## src/rtl/totient_seq_gen.sv

```systemverilog
// totient_seq_gen: computes Euler's phi(n) for n = 1..N_MAX by counting the k in 1..n
// that are coprime to n (subtractive Euclid). Each result is presented on a
// valid/ready port. While run stays high, the sequence repeats from n = 1.
module totient_seq_gen #(
  parameter int unsigned N_MAX = 16,
  parameter int unsigned NW    = 5
) (
  input  logic          clk_0,
  input  logic          R,
  input  logic          run,
  input  logic          out_ready,
  output logic          out_valid,
  output logic [NW-1:0] n_out,
  output logic [NW-1:0] phi_out,
  output logic          seq_start,
  output logic          seq_end,
  output logic          busy
);

  localparam logic [NW-1:0] One  = NW'(1);
  localparam logic [NW-1:0] NMax = NW'(N_MAX);

  typedef enum logic [2:0] {
    StIdle,
    StLoad,
    StGcd,
    StTally,
    StPresent
  } state_e;

  state_e state_q, state_d;

  // Sequence position and per-n accumulator
  logic [NW-1:0] n_q, n_d;
  logic [NW-1:0] k_q, k_d;
  logic [NW-1:0] cnt_q, cnt_d;

  // Euclid operands
  logic [NW-1:0] a_q, a_d;
  logic [NW-1:0] b_q, b_d;

  // Presented result
  logic          out_valid_q, out_valid_d;
  logic [NW-1:0] n_out_q, n_out_d;
  logic [NW-1:0] phi_out_q, phi_out_d;
  logic          seq_start_q, seq_start_d;
  logic          seq_end_q, seq_end_d;
  logic          busy_q, busy_d;

  // Count after the current gcd is tallied; a_q holds gcd(k, n) in StTally.
  logic [NW-1:0] cnt_tally;
  assign cnt_tally = (a_q == One) ? (cnt_q + One) : cnt_q;

  // Next-state and datapath decode
  always_comb begin
    state_d     = state_q;
    n_d         = n_q;
    k_d         = k_q;
    cnt_d       = cnt_q;
    a_d         = a_q;
    b_d         = b_q;
    out_valid_d = out_valid_q;
    n_out_d     = n_out_q;
    phi_out_d   = phi_out_q;
    seq_start_d = seq_start_q;
    seq_end_d   = seq_end_q;

    unique case (state_q)
      StIdle: begin
        if (run) begin
          n_d     = One;
          k_d     = One;
          cnt_d   = '0;
          state_d = StLoad;
        end
      end

      StLoad: begin
        a_d     = n_q;
        b_d     = k_q;
        state_d = StGcd;
      end

      StGcd: begin
        // One subtraction per cycle; the larger operand shrinks, so neither reaches zero.
        if (a_q > b_q) begin
          a_d = a_q - b_q;
        end else if (b_q > a_q) begin
          b_d = b_q - a_q;
        end else begin
          state_d = StTally;
        end
      end

      StTally: begin
        cnt_d = cnt_tally;
        if (k_q == n_q) begin
          n_out_d     = n_q;
          phi_out_d   = cnt_tally;
          out_valid_d = 1'b1;
          seq_start_d = (n_q == One);
          seq_end_d   = (n_q == NMax);
          state_d     = StPresent;
        end else begin
          k_d     = k_q + One;
          state_d = StLoad;
        end
      end

      StPresent: begin
        // out_valid_q is always set here, so out_ready alone marks the handshake.
        if (out_ready) begin
          out_valid_d = 1'b0;
          cnt_d       = '0;
          k_d         = One;
          if (n_q < NMax) begin
            n_d     = n_q + One;
            state_d = StLoad;
          end else if (run) begin
            n_d     = One;
            state_d = StLoad;
          end else begin
            state_d = StIdle;
          end
        end
      end

      default: begin
        state_d = StIdle;
      end
    endcase
  end

  // busy is registered from the next state so it tracks state_q exactly.
  always_comb begin
    busy_d = (state_d != StIdle);
  end

  // FSM state register
  always_ff @(posedge clk_0 or negedge R) begin
    if (!R) begin
      state_q <= StIdle;
    end else begin
      state_q <= state_d;
    end
  end

  // Sequence counters and Euclid operands
  always_ff @(posedge clk_0 or negedge R) begin
    if (!R) begin
      n_q   <= One;
      k_q   <= One;
      cnt_q <= '0;
      a_q   <= One;
      b_q   <= One;
    end else begin
      n_q   <= n_d;
      k_q   <= k_d;
      cnt_q <= cnt_d;
      a_q   <= a_d;
      b_q   <= b_d;
    end
  end

  // Presented result and status flags
  always_ff @(posedge clk_0 or negedge R) begin
    if (!R) begin
      out_valid_q <= 1'b0;
      n_out_q     <= '0;
      phi_out_q   <= '0;
      seq_start_q <= 1'b0;
      seq_end_q   <= 1'b0;
      busy_q      <= 1'b0;
    end else begin
      out_valid_q <= out_valid_d;
      n_out_q     <= n_out_d;
      phi_out_q   <= phi_out_d;
      seq_start_q <= seq_start_d;
      seq_end_q   <= seq_end_d;
      busy_q      <= busy_d;
    end
  end

  assign out_valid = out_valid_q;
  assign n_out     = n_out_q;
  assign phi_out   = phi_out_q;
  assign seq_start = seq_start_q;
  assign seq_end   = seq_end_q;
  assign busy      = busy_q;

  // Euclid operands stay nonzero, so the reduction always terminates.
  a_gcd_nonzero: assert property (@(posedge clk_0) disable iff (!R)
    (state_q == StGcd) |-> ((a_q != '0) && (b_q != '0)));

  // A presented result is held unchanged until it is accepted.
  a_hold_until_ready: assert property (@(posedge clk_0) disable iff (!R)
    (out_valid_q && !out_ready) |=>
      (out_valid_q && $stable(n_out_q) && $stable(phi_out_q)));

endmodule
```

## config.mk

```make
export PLATFORM = sky130hd
export DESIGN_NAME = totient_seq_gen
export DESIGN_NICKNAME = d
export VERILOG_FILES = /design/src/rtl/totient_seq_gen.sv
export SDC_FILE = /design/constraint.sdc
export NUM_CORES = 1
export LEC_CHECK = 0
export ABC_AREA = 1
export CAP_MARGIN = 5
export CORE_MARGIN = 4
export CORE_UTILIZATION = 35
export DETAILED_ROUTE_END_ITERATION = 8
export GPL_ROUTABILITY_DRIVEN = 0
export PLACE_DENSITY_LB_ADDON = 0.15
export SKIP_CTS_REPAIR_TIMING = 1
export SLEW_MARGIN = 10
export SYNTH_ARGS = -nofsm -noshare
export SYNTH_HDL_FRONTEND = slang
export SYNTH_SLANG_ARGS = --single-unit
```

## constraint.sdc

```tcl
create_clock -name clk_0 -period 2.4 [get_ports clk_0]
set_clock_uncertainty 0.2 [all_clocks]
set_input_delay 0.48 -clock clk_0 [delete_from_list [all_inputs] [get_ports clk_0]]
set_output_delay 0.48 -clock clk_0 [all_outputs]
set_load 0.05 [all_outputs]
```

==> impl_results.md, run 1 <==
- Residual DRC: 0
- RSZ-0062 raised after global routing: false
- Warnings, synthesis: 0
- GR Util All Layers: between 15 and 20%
- Pre-Repair DR Iteration Count: 4
- Core area: around 6900 um^2
- Ant. Diodes: 0
- Syn Area/Cell: between 7 and 8 um^2
- Max clock buf depth: 2
- Maximum clock frequency: between 400 and 500 MHz
- Clk_lat worst skew: between 0.3 and 0.4 ns
- Setup-failing EPs final: 0
- Pwr Density: 1410 nW/um^2
- Clock buffer count from CTS: 5
- Outcome: complete, no violations
- Critical path data required time: 2.39 ns
- Share of layout cells above drive strength 1: under 10%
- Final worst path period need: roughly 2.2 ns
- # IOs: 18
- Setup TNS: 0 ns
- H-tree Lvls: 2
- CP max-delay cell: dfrtp_1
- Layout Nets: about 370
- Die height: a little over 90 um
- Initial antenna violation count: 0
- Worst Tran Pin Value: between 0.5 and 0.6 ns
- Most frequent cells in the layout: 101 x nand2_1, 38 x dfrtp_1, 36 x inv_1
- Max transition margin: about two thirds
- Syn Inst Count: 329
- Die ar.: between 8000 and 9000 um^2
- Switching share of power: 50.5%
- Sink Count: 42
- Chip width: between 90 and 100 um
- 1st-iter DRT viols: 132
- Mapped Area: 2530 um^2
- DR WL/cell: around 13 um
- Asr flop ratio synth: 100%
- Grt ovf: 0
- Critical Path Start Type: flip-flop
- Top fanout value on the critical path: 7
- Hold Path Class: reg -> reg
- Leakage: 0.00142 uW
- Pint: around 2100 uW
- Flop pwr share: a little over a quarter
- Core Util, Final: 42.9%
- Seq/Total Area, Yosys: between 40% and 50%
- Hpwl dp: 4490 um
- Area Overhead vs Synth: 17.1%
- Clock root buffer: clkbuf_8
- WP data arrival: 2.17 ns
- TritonCTS clock tree: built
- CP max stage delay: between 0.3 and 0.4 ns
- Number of flops mapped to enable cells by yosys: 0
- Clock Pin Slew Worst Setup and Hold Paths: roughly 0.090 ns
- Synthesis-stage register bit count: 42
- Maxcap violations: 0
- Vias in the first global route: 2124
- Routed Antenna Nets: 0
- P_sw: 2110 uW
- Routed wire length: between 5000 and 6000 um
- Peak VDD IR: 0.000680 V
- Synthesized net count: 350
- Vias per inst: between 4 and 5
- Vias: between 2k and 2.5k
- Commonest non-fill, non-tap cell in the layout: nand2_1
- Clk pwr share: roughly 14%
- Max-slew violation count: 0
- IO Port Bufs: 17
- Initial Utilization: 36.6%
- Final hold vios: 0
- Top FF cell, synth: dfrtp_1
- Worst-path cell chain: inv_1 -> ha_1 -> nand2_1 -> nor2_1 -> nand2_1 -> nand3_1 -> nand2_1 -> nand2_1 -> nand3_2 -> nand2_1 -> nand2_1
- Fin crit share: approximately nine tenths
- Rows: 30
- Critical Path Most Common Cell: nand2_1
- Largest net degree at the start of global routing: 26
- Yosys cell types: 28
- CP Class: reg -> reg
- CP endpoint kind: flip-flop
- First-pass GRT wire length: around 10000 um
- Comb pwr share: 58.5%
## worst max-delay path: cells and delay by family (launching register included)
| family | cells | cell delay (ns) |
|---|---|---|
| adder cells (fa/ha/maj) | 1 | 0.39 |
| buffers and inverters | 1 | 0.09 |
| flip-flops | 1 | 0.39 |
| AND/OR/NAND/NOR | 9 | 0.99 |
## through the flow
stage	power, uW	area (um^2)	cells	setup slack, ns	hold WS (ns)
after global routing	4640	2960	449	0.0383	0.310
final	4180	2960	449	0.225	0.289
after global placement	3560	2830	440	0.199	0.257
after floorplan	2910	2530	329	0.511	-0.0156
after CTS	4200	2940	448	0.157	-0.0748
after detailed placement	3570	2830	440	0.170	0.262
## cells in the mapped netlist, types with 2 or more instances
library cell / number / area, um^2
xnor2_1: 3 / 26.3
nor2_1: 16 / 60.1
nand3_1: 23 / 115
nand4_1: 7 / 43.8
nand2_1: 101 / 379
inv_2: 6 / 22.5
o22ai_1: 3 / 18.8
buf_2: 5 / 25.0
a21oi_1: 6 / 30.0
o21ai_1: 12 / 60.1
inv_1: 36 / 135
nand2_2: 2 / 12.5
xor2_1: 7 / 61.3
dfrtp_1: 38 / 951
dfstp_2: 4 / 105
or2_1: 2 / 12.5
fa_1: 2 / 40.0
nand3_2: 2 / 20.0
nor3_1: 3 / 15.0
ha_1: 15 / 188
o21ai_0: 29 / 145
## area by class of cell
type                            instances  area, um^2
Fill cell                             716        3950
Inverter                               42         158
Timing Repair Buffer                   22         218
Sequential cell                        42        1060
Clock buffer                            5        68.8
Multi-Input combinational cell        239        1290
Tap cell                               96         120
Clock inverter                          3        48.8
## worst paths after layout
check / from / to / slack [ns] / depth (start not counted)
min in group asynchronous: R / n_q[3] / 0.45 / 2
setup reg to reg: a_q[4] / b_q[3] / 0.22 / 11
setup / recovery: a_q[4] / b_q[3] / 0.22 / 11
hold / removal: b_q[0] / b_q[0] / 0.29 / 2
hold reg to reg: b_q[0] / b_q[0] / 0.29 / 2
max in group asynchronous: R / k_q[0] / 0.99 / 3
## layer usage
metal	global-route usage, %	routed length (um)	share of wire (%)
met5	0	0	0
met4	5.37	112	1.9
met3	3.06	229	3.9
met2	22.6	2620	44
met1	21.4	2980	50
## flip-flops by register name, indices dropped and copies added (netlist names)
register,flops
state_q,3
k_q,5
cnt_q,5
n_out,5
busy,1
seq_start,1
b_q,5
phi_out,5
n_q,5
seq_end,1
a_q,5
out_valid,1
## power by group through the flow
stage / sequential (uW) / clock (uW) / combinational (uW)
after floorplan: 1360 / 0 / 1550
after global placement: 1150 / 0 / 2410
after detailed placement: 1150 / 0 / 2420
after CTS: 1130 / 626 / 2440
after global routing: 1170 / 658 / 2810
final: 1130 / 604 / 2450
## logic make-up after synthesis
kind of cell / after synthesis / share of synthesized area, %
xor gates and xnor gates: 10 / 3.47
buffers and inverters: 48 / 7.43
AOI/OAI and AO/OA: 51 / 10.3
DFF: 42 / 41.8
adders and majority gates: 17 / 9.01
and+or+nand+nor: 161 / 28.0
Note: power is estimated with default switching activity, not from simulation.
==> inputs of run 2 (changes only) <==
--- a/config.mk
+++ b/config.mk
@@ -9,6 +9,7 @@
 export CAP_MARGIN = 5
 export CORE_MARGIN = 4
 export CORE_UTILIZATION = 35
+export CTS_BUF_LIST = sky130_fd_sc_hd__clkbuf_8
 export DETAILED_ROUTE_END_ITERATION = 8
 export GPL_ROUTABILITY_DRIVEN = 0
 export PLACE_DENSITY_LB_ADDON = 0.15
==> results of run 2 <==
No change in the layout: final DEF, timing and power equal those of run 1.
==> inputs of run 3 (changes only) <==
--- a/config.mk
+++ b/config.mk
@@ -10,6 +10,7 @@
 export CORE_MARGIN = 4
 export CORE_UTILIZATION = 35
 export CTS_BUF_LIST = sky130_fd_sc_hd__clkbuf_8
+export CTS_CLUSTER_DIAMETER = 100
 export DETAILED_ROUTE_END_ITERATION = 8
 export GPL_ROUTABILITY_DRIVEN = 0
 export PLACE_DENSITY_LB_ADDON = 0.15
==> results of run 3 <==
No change in the layout: final DEF, timing and power equal those of run 1.
